File: config.mk
export PLATFORM = sky130hd
export DESIGN_NAME = state_stream_decoder
export DESIGN_NICKNAME = d
export VERILOG_FILES = /design/src/rtl/state_stream_decoder.sv
export SDC_FILE = /design/constraint.sdc
export NUM_CORES = 1
export LEC_CHECK = 0
export CAP_MARGIN = 20
export CORE_MARGIN = 2
export CORE_UTILIZATION = 45
export CTS_CLUSTER_DIAMETER = 200
export DETAILED_ROUTE_END_ITERATION = 6
export GPL_TIMING_DRIVEN = 0
export PLACE_DENSITY = 0.69
export SYNTH_ARGS = -nofsm -noshare
export SYNTH_HDL_FRONTEND = slang
export SYNTH_SLANG_ARGS = --single-unit
File: constraint.sdc
create_clock -name clk -period 3.86 [get_ports clk]
set_input_delay 0.772 -clock clk [delete_from_list [all_inputs] [get_ports clk]]
set_output_delay 0.772 -clock clk [all_outputs]
set_load 0.01 [all_outputs]
File: src/rtl/state_stream_decoder.sv
// -----------------------------------------------------------------------------
// state_stream_decoder
//
// Receiving end of the 2-bit I/S/T state-code stream (I=01, S=10, T=11).
// The transmitter toggles S<->T for a 1 and holds for a 0, so each recovered
// bit is "did the code change since the previous sample". Recovered bits are
// packed LSB-first into WIDTH-bit words and handed out over valid/ready.
// Protocol violations park the FSM in ERR with a sticky error code.
//
// Optional feature macro: STATE_STREAM_DECODER_FLUSH_EN
//   When defined, adds a flush input (emit a partial word) and an out_len
//   output (number of valid bits in out_data).
//
// Ports:
//   clk         in   rising-edge clock
//   reset_n     in   asynchronous active-low reset
//   code_in     in   [1:0] state code from the transmitter
//   code_valid  in   code_in is sampled only when high
//   clr_err     in   synchronous pulse: clear error, counter, partial word,
//                    return to WAIT_I (a pending output word is kept)
//   flush       in   (FLUSH_EN only) emit the partial word in RUN
//   out_len     out  (FLUSH_EN only) valid bit count of out_data
//   out_data    out  [WIDTH-1:0] assembled word
//   out_valid   out  out_data valid, held until accepted
//   out_ready   in   consumer ready
//   err_code    out  00 none, 01 illegal code 00, 10 sequence, 11 overflow
//   bit_count   out  [CNT_W-1:0] recovered bits since reset / clr_err
//   fsm_state   out  [1:0] current FSM state (debug visibility)
//
// Handshake: a word transfers on every rising edge where out_valid and
// out_ready are both high. Once out_valid rises, out_data holds steady until
// that transfer; a word completing on the transfer edge reloads out_data and
// keeps out_valid high.
// -----------------------------------------------------------------------------
module state_stream_decoder #(
    parameter int WIDTH = 8,
    parameter int CNT_W = 16,
    localparam int LEN_W = $clog2(WIDTH) + 1
) (
    input  logic             clk,
    input  logic             reset_n,
    input  logic [1:0]       code_in,
    input  logic             code_valid,
    input  logic             clr_err,
`ifdef STATE_STREAM_DECODER_FLUSH_EN
    input  logic             flush,
    output logic [LEN_W-1:0] out_len,
`endif
    output logic [WIDTH-1:0] out_data,
    output logic             out_valid,
    input  logic             out_ready,
    output logic [1:0]       err_code,
    output logic [CNT_W-1:0] bit_count,
    output logic [1:0]       fsm_state
);

    typedef enum logic [1:0] {
        WAIT_I = 2'd0,
        WAIT_S = 2'd1,
        RUN    = 2'd2,
        ERR    = 2'd3
    } state_t;

    state_t             state_q, state_d;
    logic [1:0]         prev_q, prev_d;
    logic [WIDTH-1:0]   shift_q, shift_d;
    logic [LEN_W-1:0]   fill_q, fill_d;
    logic [WIDTH-1:0]   data_q, data_d;
    logic               valid_q, valid_d;
    logic [1:0]         err_q, err_d;
    logic [CNT_W-1:0]   cnt_q, cnt_d;
    logic [LEN_W-1:0]   len_q, len_d;

    logic               flush_req;
    logic               cap;
    logic               bit_val;
    logic               emit;
    logic [WIDTH-1:0]   word;
    logic [LEN_W-1:0]   fill_n;

`ifdef STATE_STREAM_DECODER_FLUSH_EN
    assign flush_req = flush;
    assign out_len   = len_q;
`else
    assign flush_req = 1'b0;
`endif

    always_comb begin
        state_d = state_q;
        prev_d  = prev_q;
        shift_d = shift_q;
        fill_d  = fill_q;
        data_d  = data_q;
        // A transfer this edge drops valid unless a new word reloads it below.
        valid_d = valid_q && !out_ready;
        err_d   = err_q;
        cnt_d   = cnt_q;
        len_d   = len_q;
        cap     = 1'b0;
        bit_val = 1'b0;
        emit    = 1'b0;
        word    = shift_q;
        fill_n  = fill_q;

        if (clr_err) begin
            // clr_err wins over any sample on the same edge.
            state_d = WAIT_I;
            err_d   = 2'b00;
            cnt_d   = '0;
            fill_d  = '0;
            shift_d = '0;
            prev_d  = 2'b00;
        end else begin
            case (state_q)
                WAIT_I: begin
                    if (code_valid) begin
                        if (code_in == 2'b01) begin
                            state_d = WAIT_S;
                        end else if (code_in == 2'b00) begin
                            state_d = ERR;
                            err_d   = 2'b01;
                        end
                    end
                end
                WAIT_S: begin
                    if (code_valid) begin
                        if (code_in == 2'b10) begin
                            state_d = RUN;
                            prev_d  = 2'b10;
                        end else if (code_in == 2'b00) begin
                            state_d = ERR;
                            err_d   = 2'b01;
                        end else if (code_in == 2'b11) begin
                            state_d = ERR;
                            err_d   = 2'b10;
                        end
                    end
                end
                RUN: begin
                    if (code_valid && code_in == 2'b00) begin
                        state_d = ERR;
                        err_d   = 2'b01;
                    end else if (code_valid && code_in == 2'b01) begin
                        state_d = ERR;
                        err_d   = 2'b10;
                    end else begin
                        cap     = code_valid;
                        bit_val = (code_in != prev_q);
                        // Word as it stands including this edge's bit.
                        word    = shift_q | (WIDTH'(cap & bit_val) << fill_q);
                        fill_n  = fill_q + LEN_W'(cap);
                        emit    = (fill_n == LEN_W'(WIDTH)) ||
                                  (flush_req && fill_n != '0);
                        if (emit && valid_q && !out_ready) begin
                            // Nowhere to put the new word: drop it, keep the held one.
                            state_d = ERR;
                            err_d   = 2'b11;
                        end else begin
                            if (cap) begin
                                prev_d = code_in;
                                cnt_d  = cnt_q + CNT_W'(1);
                            end
                            if (emit) begin
                                data_d  = word;
                                valid_d = 1'b1;
                                len_d   = fill_n;
                                shift_d = '0;
                                fill_d  = '0;
                            end else begin
                                shift_d = word;
                                fill_d  = fill_n;
                            end
                        end
                    end
                end
                default: ; // ERR: inputs ignored until clr_err
            endcase
        end
    end

    always_ff @(posedge clk or negedge reset_n) begin
        if (!reset_n) begin
            state_q <= WAIT_I;
            prev_q  <= 2'b00;
            shift_q <= '0;
            fill_q  <= '0;
            data_q  <= '0;
            valid_q <= 1'b0;
            err_q   <= 2'b00;
            cnt_q   <= '0;
            len_q   <= '0;
        end else begin
            state_q <= state_d;
            prev_q  <= prev_d;
            shift_q <= shift_d;
            fill_q  <= fill_d;
            data_q  <= data_d;
            valid_q <= valid_d;
            err_q   <= err_d;
            cnt_q   <= cnt_d;
            len_q   <= len_d;
        end
    end

    assign out_data  = data_q;
    assign out_valid = valid_q;
    assign err_code  = err_q;
    assign bit_count = cnt_q;
    assign fsm_state = state_q;

endmodule
# Word level (Yosys, flattened, before mapping)
# Index checks and enable logic that the tools add are counted.
# totals
rom_bits	0
latch_bits	0
wordCells	114
input_bits	7
ram_bits	0
n_memories	0
ff_bits	43
output_inout_bits	29
# classes
mul	0
n_reduce_logical	18
addsub	2
n_eq_ne	24
n_bitwise	6
n_shift	1
mux	55
n_div	0
magnitude_cmp	0
# ops
op	count
$mux 16	6
$mux 2	28
$mux 8	6
$ne 3x3->1 const B	10
$mux 4	6
$add 16x1->16 const B	1
$pmux 2 s3	2
$reduce_and 6->1	2
$ne 5x5->1 const B	2
$ne 4x4->1 const B	2
$or 8x8->8	1
$reduce_and 8->1	1
$shl 1x4->8	1
$reduce_and 7->1	1
$eq 2x2->1 const B	3
$mux 1	6
$ne 2x2->1 const B	3
$logic_and 1x1->1	5
$reduce_and 5->1	1
$add 4x1->4	1
$eq 2x1->1 const B	2
$eq 4x4->1 const B	1
$logic_not 2->1	2
$not 1->1	4
other kinds (8)	9

# Depth between registers and ports, before layout
# Gate-level depths: netlist of the first run.
# depth
depth_word	10
mapped_depth	9
ltp_nobuf	7

# Least setup slack after synthesis of the first run
# OpenSTA, ideal clock, no wires.
# synth_timing
path_type	input to register
startpoint	input port code_valid
endpoint	register cnt_q[5], in the netlist bit_count[5]
setup_ps	125
path_buffers	0
cell_stages	7
setup_slack_ps	1318
required_time_ps	3735
arrival_time_ps	2417
path_cell_list	ha_1 ha_1 xnor2_2 and2_4 a41o_4 nor4_1 mux2_2
# synth_via
elab_chain_len	6
word_cells_on_any_way	11
cone_classes	add/sub: 1; eq/ne: 4; reduce/logical: 6
# synth_rtl
element	line	rtl
from (decl)	43	input logic code_valid,
$add 4x1->4	151	fill_n = fill_q + LEN_W'(cap);
$eq 4x4->1	152	emit = (fill_n == LEN_W'(WIDTH)) ||
$logic_and 1x1->1 (2 in a row)	154	if (emit && valid_q && !out_ready) begin
$ne 2x2->1 (no source line)	--	
$reduce_and 5->1 (no source line) (*)	--	
to (signal assigned)	200	cnt_q <= cnt_d;
to (decl)	71	logic [CNT_W-1:0] cnt_q, cnt_d;
# Every way passes the cells marked *; elsewhere a longest branch is shown, timed or not.
# A chain may end at the register's enable or synchronous reset.

# Final worst setup path of the first run
# layout_timing
startpoint	input port code_in[0]
endpoint	register data_q[6], in the netlist out_data[6]
# layout_via
elab_chain_len	4
word_cells_on_any_way	11
cone_classes	eq/ne: 2; shift: 1; bitwise: 4; reduce/logical: 4
# layout_rtl
element	line	rtl
from (decl)	42	input logic [1:0] code_in,
$ne 2x2->1 (tied with other cells)	148	bit_val = (code_in != prev_q);
$and 1x1->1 (tied with other cells)	150	word = shift_q | (WIDTH'(cap & bit_val) << fill_q);
$shl 1x4->8 or $not 1->1 (tied branches)	--	
$or 8x8->8 or $reduce_and 6->1 (tied branches)	--	
to (signal assigned)	197	data_q <= data_d;
to (decl)	68	logic [WIDTH-1:0] data_q, data_d;
# Several ways; a longest one is shown, not always the timed one.

==> results.md, run 1 <==
* Switching Share at 32.1%
* Share of layout cells above drive strength 1 at around 7.7%
* Crit path DAT at 3.27 ns
* Area leader, netlist: dfrtp_1
* Drt wl/cell at about 15 um
* VDD IR max at 0.264 mV
* Total grt overflow at 0
* Global-route wire length before repair at 9630 um
* Finished Layout Cells at ~380
* Hold Path Class: input port to async pin
* Initial antenna violation count at 0
* Core Footprint at 5410 um2
* Syn Nets at 285
* Yosys top cell area share at 43.3%
* Cell family with most CP delay: buffers and inverters
* CP required at slightly above 4 ns
* Worst R2R Path Depth at 7
* Num CTS Buffers at 5
* Critical path startpoint category: input port
* Root Buffer: clkbuf_8
* Max cap viols at 0
* Layout area overhead at 23.7%
* CTS tree: yes
* R2r setup slk at between 1 and 1.5 ns
* Hold buffers post-CTS at 0
* Number of I/O pins at 36
* Post-CTS repair timing setup buffer count at 0
* Syn. warnings at 0
* Die height at slightly below 80 um
* Commonest non-fill, non-tap cell in the layout: dfrtp_1
* RSZ-0062 raised after global routing: false
* Die Footprint at about 6100 um2
* Sink Count at 43
* Synth Register Bits at 43
* Vias/cell at between 5 and 6
* Psw at about 0.43 mW
* DP HPWL at 4040 um
* Status: completed
* Number of global-route vias before repair at approximately 2,000
* Port Buffers at 35
* Die width at approximately 78 um
* Clk Latency, worst-skew pair at roughly 0.3 ns
* DR pass1 iterations at 4
* Fin. Hold Viols at 0
* Pre-CTS WS at 0.495 ns
* Slew HR at a little over half
* Clock power share at between 30% and 40%
* Drt total wl at 5620 um
* Commonest cells after routing, fill and taps aside: 43 x dfrtp_1, 38 x nor2_1, 34 x clkdlybuf4s50_1
* Worst path bufs/invs at 3
* Syn_area_per_cell at roughly 9.3 um2
* Final period util at around 79%
* Post-CTS Resized at 0
* Final WS setup at between 0.8 and 0.9 ns
* Ant diodes at 0
* FMAX at 329 MHz
* Final worst path period need at slightly above 3 ns
* Seq pwr share at a little under two fifths
* Clk pin slew, worst setup/hold paths at ~0.09 ns
* Yosys cell types at between 50 and 60
* Prevailing post-synth register cell: dfrtp_1
* Total GRT Usage at around a fifth
* P_leak at approximately 1.2 nW
* # nets final at 328
* 1st-iter DRT viols at approximately 120
* Crit Path Class: input port to flip-flop
* DRC viols at 0
* Cell Int Power at roughly 0.91 mW
* Dpl cells at 376
* CP max FO at 10
* CP Cell Sequence: clkdlybuf4s50_1, inv_1, ha_1, o21ai_0, nand2_1, nor4_4, buf_2, nor2_1, a21oi_1
* Post-synth ARST share at between 90% and 100%
* Cell area after synthesis at ~2500 um2
* Clock buffer depth at 2
* Sequential area share after synthesis at 43.3%
* Initial core utilization at between 40% and 50%
* Gp weighted congestion at approximately 0.84
* RR Startpoint: fill_q[0]
* Top cells by area, synth: dfrtp_1 43%, nor2_1 5.7%, a21oi_1 5.2%
* Logic pwr share at a little under a third
* Worst-Margin Slew at around 0.68 ns
* Largest net degree at the start of global routing at 36
* Reg-to-Reg End: fsm_state[0]
* Slowest stage delay, CP at 0.58 ns
* Slowest library cell on the worst path: clkdlybuf4s50_1
* Worst setup EP type: flip-flop
* Setup_tns at 0 ns
* Final max-slew violation count at 0
* Setup Viol. Count Final at 0
* Power Dens Cells at approximately 440 nW/um2
* Rows at 27
* DR vias at roughly 2,100
* Number of synthesized flops with an enable pin at 0
* Fin util at approximately 57%
* Clock skew at approximately 0.0076 ns
* Post-route ant nets at 0
* H-tree level count at 2
* Synth Instances at around 270
cells in the mapped netlist, types with 5 or more instances:
library cell	number
nor2b_1	8
xor2_1	8
nor3_1	5
clkbuf_1	5
dfrtp_1	43
nor2_1	38
o31ai_1	8
nand3_1	6
a21oi_1	26
inv_1	9
o21a_1	9
o21ai_0	12
ha_1	10
nand2_1	16
or4_1	5
nand4_1	5
power by group through the flow:
stage | sequential, mW | combinational, mW | clock [mW]
final | 0.500 | 0.426 | 0.417
after global routing | 0.506 | 0.478 | 0.447
after CTS | 0.501 | 0.427 | 0.430
after detailed placement | 0.510 | 0.424 | 0
after global placement | 0.509 | 0.417 | 0
after floorplan | 0.514 | 0.292 | 0
per-stage QoR:
step	hold WS (ns)	total power [mW]	instance area, um2
floorplan	0.463	0.806	2490
global placement	0.473	0.926	2930
detailed placement	0.482	0.934	2940
CTS	0.321	1.36	3070
global route	0.330	1.43	3070
finish	0.324	1.34	3070
cells by family (layout without fill, tap and decap cells):
kind of cell / after synthesis / after routing / synth area share, %
compound gates: 82 / 82 / 22.4
xor+xnor: 10 / 10 / 3.83
fa+ha+maj: 10 / 10 / 5.03
buf+inv: 21 / 65 / 3.98
flops: 43 / 43 / 43.3
mux: 2 / 2 / 0.856
simple gates: 100 / 100 / 20.6
area by class of cell:
type	count	area [um2]
sequential	43	1080
clock inverter	2	60.1
inverter	10	37.5
fill	515	2330
clock buffer	6	72.6
tap	72	90.1
multi-input combinational	204	1310
timing repair buffer	36	365
buffer	11	61.3
layer usage:
metal | share of wire (%) | global-route usage, % | up-vias | routed length, um
met3 | 2.8 | 4.02 | 6 | 158
met1 | 49 | 26.4 | 1038 | 2760
li1 | - | - | 1059 | -
met4 | 1.3 | 6.67 | 0 | 72
met2 | 47 | 32.8 | 39 | 2630
met5 | 0 | 0 | - | 0
how the worst max path moves through the flow:
stage	slack (ns)	endpoint	start	cells past startpoint
2_1_floorplan	1.32	bit_count[5]	code_valid	7
3_3_place_gp	0.55	out_data[7]	code_in[0]	9
3_5_place_dp	0.50	out_data[6]	code_in[0]	9
4_1_cts	0.82	out_data[6]	code_in[0]	9
5_1_grt	0.66	out_data[6]	code_in[0]	9
6_report	0.82	out_data[6]	code_in[0]	9
flip-flops by register name, indices dropped and copies added (netlist names):
register and cells:
bit_count 16, fsm_state 2, shift_q 8, out_data 8, prev_q 2, out_valid 1
fill_q 4, err_code 2
Power figures use the tool's default switching activity.
==> run 2, diff against run 1 <==
- PLACE_DENSITY: 0.69 -> 0.72
- clock period: 3.86 -> 2.65 ns (I/O delays scaled with it)
==> results.md, run 2 (synthesis gave the netlist of run 1 again) <==
* Largest net degree at the start of global routing at 36
* Fin util at between 50 and 60%
* Dpl cells at between 300 and 400
* Share of layout cells above drive strength 1 at 8.97%
* Total GRT Usage at around a fifth
* Layout area overhead at 24.6%
* Status: completed
* P_leak at roughly 1.3 nW
* # nets final at ~330
* DR pass1 iterations at 4
* Psw at 0.629 mW
* Final WS setup at around 0.073 ns
* CTS tree: yes
* Gp weighted congestion at between 0.8 and 0.9
* Number of global-route vias before repair at between 1,500 and 2,000
* Crit path DAT at 2.76 ns
* Port Buffers at 35
* 1st-iter DRT viols at between 90 and 100
* Placed Area at approximately 2900 um2
* Fin. Hold Viols at 0
* FMAX at 388 MHz
* GR Layer Usage met3 at ~2.8%
* Drt wl/cell at about 15 um
* CP Cell Sequence: clkdlybuf4s50_1, inv_1, ha_1, o21ai_2, a21oi_1, a41o_4, nor4_1, mux2_2
* Ant diodes at 0
* Worst setup EP type: flip-flop
* Max FFs per register at 16
* Die Footprint at ~6100 um2
* Critical path startpoint category: input port
* Commonest non-fill, non-tap cell in the layout: dfrtp_1
* Finished Layout Cells at roughly 380
* Clock buffer depth at 2
* Rows at 27
* Post-route ant nets at 0
* Global-route wire length before repair at ~9500 um
* Number of I/O pins at 36
* Die height at slightly below 80 um
* Pre-CTS WS at -0.444 ns
* Clk Latency, worst-skew pair at roughly 0.3 ns
* Clock skew at between 0.009 and 0.01 ns
* Initial core utilization at 46.0%
* Sink Count at 43
* Fillers at 510
* DRC viols at 0
* DP HPWL at 4080 um
* Setup Viol. Count Final at 0
* M1 GR Usage at between 20 and 30%
* VDD IR max at between 0.4 and 0.5 mV
* Hold buffers post-CTS at 0
* Slowest library cell on the worst path: clkdlybuf4s50_1
* Core Footprint at between 5000 and 6000 um2
* Tot Pwr at slightly below 2 mW
* Logic pwr share at about 32%
* Setup_tns at 0 ns
* Power Dens Cells at between 600 and 700 nW/um2
* Clk pin slew, worst setup/hold paths at 0.08 ns
* CP max FO at 7
* Total grt overflow at 0
* Root Buffer: clkbuf_8
* Slowest stage delay, CP at around 0.56 ns
* Cell family with most CP delay: buffers and inverters
* Final max-slew violation count at 0
* Post-CTS repair timing setup buffer count at 0
* DR vias at 2,158
* Crit Path Class: input port to flip-flop
* Max cap viols at 0
* Final worst path period need at about 2.6 ns
* Num CTS Buffers at 5
* Clock power share at a little under a third
* Gr busiest metal: met2
* Die width at roughly 78 um
* Worst path bufs/invs at 2
* Hold slack at 0.0855 ns
* Commonest cells after routing, fill and taps aside: 43 x dfrtp_1, 37 x nor2_1, 32 x clkdlybuf4s50_1
* Initial antenna violation count at 0
* Worst-Margin Slew at around 0.71 ns
* Final period util at 97.2%
* Hold Path Class: input port to async pin
* Final Cell Area at approximately 3100 um2
* Drt total wl at between 5000 and 6000 um
* Met2 Use GR at about 31%
* Seq pwr share at a little under two fifths
* Switching Share at between 30% and 40%
* Slew HR at between 50% and 60%
* H-tree level count at 2
* Vias/cell at 5.62
* CP required at around 2.8 ns
* Cell Int Power at ~1.3 mW
[run 2: area by class of cell]
type,instances,area (um2),share of cell area [%]
clock inverters,2,60.1,1.94
clock buffers,6,72.6,2.34
inverters,10,37.5,1.21
multi-input cells,204,1330,42.8
plain buffers,11,63.8,2.06
flip-flops and latches,43,1080,34.7
well taps,72,90.1,2.91
repair buffers,36,370,12.0
[run 2: worst paths after layout]
path                                  from      endpoint  slack [ns]  cells past startpoint
worst max-delay path            code_in[1]  bit_count[5]        0.07                      8
worst min-delay path               reset_n  bit_count[1]        0.09                      1
worst max register to register   fill_q[0]  bit_count[5]        0.33                      7
worst min register to register  shift_q[2]    shift_q[2]        0.50                      1
max in group asynchronous          reset_n   out_data[6]        2.11                      2
min in group clk                shift_q[2]    shift_q[2]        0.50                      1
[run 2: power by group through the flow]
stage	combinational [mW]	clock (mW)	sequential (mW)
4_1_cts	0.623	0.619	0.729
6_report	0.634	0.601	0.729
5_1_grt	0.702	0.648	0.735
2_1_floorplan	0.425	0	0.749
3_3_place_gp	0.607	0	0.741
3_5_place_dp	0.617	0	0.742
[run 2: what timing repair did]
| item | in CTS | in global routing |
|---|---|---|
| gates resized for setup | 2 | 6 |
| pin swaps | 1 | 0 |
| endpoints found under the setup margin | 21 | 36 |
[run 2: layer usage]
| metal | vias to the layer above | wire [um] | part of all wire (%) |
|---|---|---|---|
| met5 | - | 0 | 0 |
| met4 | 0 | 80 | 1.4 |
| met3 | 7 | 167 | 3.0 |
| met2 | 44 | 2700 | 48 |
| met1 | 1047 | 2680 | 48 |
| li1 | 1060 | - | - |
[run 2: worst reg2reg max path, cell delays in order, from the launching register on]
cell and delay (ns):
dfrtp_1 0.40, ha_1 0.21, ha_1 0.25, xnor2_2 0.17, and2_4 0.18, a41o_4 0.32
nor4_1 0.32, mux2_2 0.37
==> run 3, diff against run 2 <==
- ABC_AREA: not set -> 1
- PLACE_DENSITY: 0.72 -> 0.8
- clock period: 2.65 -> 2.18 ns (I/O delays scaled with it)
==> results.md, run 3 <==
* Status: completed
* H-tree level count at 2
* FMAX at 493 MHz
* Crit Path Class: input port to flip-flop
* Gp weighted congestion at between 0.8 and 0.9
* Met2 Use GR at 32.3%
* Slew HR at 65.8%
* CP required at between 2 and 2.5 ns
* CP Launch Point: code_in[1]
* Cells on Worst Hold Path at 2
* Ant diodes at 0
* Most frequent cell after synthesis: nand2_1
* Reg-to-Reg End: bit_count[13]
* Top cells by area, synth: dfrtp_1 39%, nand2_1 13%, nand3_1 6.9%
* R2r setup slk at 0.19 ns
* Worst R2R Path Depth at 12
* DR pass1 iterations at 4
* Hold slack at slightly below 0.5 ns
* Clk Latency, worst-skew pair at 0.31 ns
* Root Buffer: clkbuf_8
* Sequential area share after synthesis at 39.0%
* Initial core utilization at between 40 and 50%
* Post-synthesis xor/xnor area fraction at roughly 2.2%
* Max cap viols at 0
* 1st-iter DRT viols at 149
* RR Startpoint: fill_q[0]
* Final worst path period need at 2.03 ns
* Cell mode on critical path: nand2_1
* Layout area overhead at 22.5%
* Cell area after synthesis at 2760 um2
* Worst Hold Launch: out_data[6]
* Post-route ant nets at 0
* Commonest cells after routing, fill and taps aside: 92 x nand2_1, 48 x nor2_1, 43 x dfrtp_1
* Slowest library cell on the worst path: clkdlybuf4s50_1
* DRC viols at 0
* Worst-Margin Slew at about 0.51 ns
* Die Footprint at a little under 7000 um2
* Simple-Gate Fraction of Synth Area at 40.1%
* CP max FO at 8
* Rows at 28
* Largest family of logic cells by synthesized area: simple AND/OR/NAND/NOR gates
* Die height at approximately 82 um
* Synth Register Bits at 43
* Clk pin slew, worst setup/hold paths at about 0.080 ns
* Total grt overflow at 0
* Number of synthesized flops with an enable pin at 0
* Syn. warnings at 0
* Core Footprint at slightly below 6000 um2
* Share of layout cells above drive strength 1 at a little over an eighth
* CP Cell Sequence: clkdlybuf4s50_1, inv_1, ha_2, nand2_1, nand3_2, nor2_4, nand3_4, nor2_4, inv_2, nand2_1, nand2_1
* Final max-slew violation count at 0
* Total GRT Usage at 20.6%
* Drt total wl at 6310 um
* Critical path startpoint category: input port
* Adder-cell share of the synthesized area at between 4 and 5%
* Slowest stage delay, CP at between 0.5 and 0.6 ns
* Fillers at 547
* Pre-CTS WS at -0.482 ns
* Post-synth ARST share at 100%
* Yosys top cell area share at roughly 39%
* Max FFs per register at 16
* Final period util at 93.0%
* Num CTS Buffers at 5
* Commonest cells post-synth: 93 x nand2_1, 48 x nor2_1, 43 x dfrtp_1
* M1 GR Usage at 28.4%
* Synth Instances at 371
* Clock skew at 0.00938 ns
* Clock buffer depth at 2
* Yosys cell types at 29
* Crit path DAT at 2.22 ns
* Syn_area_per_cell at roughly 7.4 um2
* Multiplexer share of the synthesized area at 0%
* Gr busiest metal: met2
* Compound-gate portion of the synthesized area at under 10%
* Largest net degree at the start of global routing at 37
* Port Buffers at 34
* Number of global-route vias before repair at 2,433
* Number of I/O pins at 36
* # nets final at 432
* P_leak at around 1.5 nW
* CTS tree: yes
* Vias/cell at 5.19
* Sink Count at between 40 and 50
* Final WS setup at approximately 0.15 ns
* Syn Nets at around 390
* Area leader, netlist: dfrtp_1
* Drt wl/cell at between 10 and 15 um
* Commonest non-fill, non-tap cell in the layout: nand2_1
* Hold path endpoint: out_data[6]
* Power Dens Cells at between 600 and 700 nW/um2
* Fin. Hold Viols at 0
* Worst setup EP type: flip-flop
* DR vias at 2,548
* Setup Viol. Count Final at 0
* Hold Path Class: flip-flop to flip-flop
* Prevailing post-synth register cell: dfrtp_1
* Die width at between 80 and 90 um
* Initial antenna violation count at 0
* GR Layer Usage met3 at 4.67%
* VDD IR max at approximately 0.60 mV
* Global-route wire length before repair at roughly 11,000 um
* DP HPWL at 4500 um
==> run 3: changes by cell type in the layout (fill, tap and decap cells not counted), sizes merged, moves of 5 or more <==
cell and change:
nand4 +14, or4 -5, a21oi -15, nand2 +102
nor2 +15, nor2b -8, o21ai +9, o31ai -8
inv +29, nand3 +33, o21a -9
==> run 3: area by class of cell <==
cell class | count | area, um2 | area share (%)
multi-input combinational | 283 | 1520 | 45.1
sequential | 43 | 1080 | 31.8
clock buffer | 6 | 82.6 | 2.44
timing repair buffer | 36 | 367 | 10.8
buffer | 8 | 61.3 | 1.81
tap | 75 | 93.8 | 2.77
inverter | 38 | 143 | 4.22
clock inverter | 2 | 35.0 | 1.04
==> run 3: worst max-delay path: cells and delay by family <==
kind                     cells  cell delay (ns)
buffers and inverters        3             0.73
adder cells (fa/ha/maj)      1             0.22
AND/OR/NAND/NOR              7             0.84
==> run 3: routing by layer <==
layer	part of all wire, %	up-vias
met5	0	-
met4	1.2	0
met3	4.5	6
met2	46	78
met1	48	1174
li1	-	1290
==> run 3: logic make-up (layout without fill, tap and decap cells) <==
family                     Yosys count  count (layout)
AOI/OAI and AO/OA                   36              36
buffers and inverters               46              90
DFF                                 43              43
and+or+nand+nor                    229             230
adders and majority gates           10              10
xor gates and xnor gates             7               7
==> run 3: how the worst max path moves through the flow <==
stage | end | slack [ns] | cells after the start
4_1_cts | out_data[5] | 0.004 | 11
3_5_place_dp | out_data[5] | -0.48 | 11
2_1_floorplan | bit_count[3] | 0.28 | 11
5_1_grt | out_data[7] | -0.003 | 11
3_3_place_gp | bit_count[8] | -0.52 | 1
6_report | out_data[2] | 0.15 | 11
==> run 3: metrics by stage <==
stage	power, mW	util (%)	TNS, ns	std cells	instance area (um2)
after detailed placement	1.70	54.2	-14.23	481	3210
after global routing	2.51	57.1	-0.00477	491	3380
after global placement	1.69	54.0	-35.15	480	3190
after CTS	2.37	56.5	0	490	3340
after floorplan	1.46	-	0	371	2760
final	2.36	57.1	0	491	3380
==> run 3: power by group <==
group	leakage (nW)	switching, mW	internal, mW
logic	0.887	0.493	0.301
registers	0.595	0.0590	0.857
clock network	0.0612	0.285	0.371
total	1.54	0.837	1.53
==> run 3: timing repair <==
| item | 4_1_cts | 5_1_grt |
|---|---|---|
| hold buffers | 1 | 0 |
| gates resized for setup | 3 | 9 |
| pin swaps | 0 | 3 |
| cloned | 0 | 1 |
| buffers inserted | 0 | 0 |
| endpoints found under the hold margin | 7 | 0 |
| endpoints found under the setup margin | 23 | 19 |
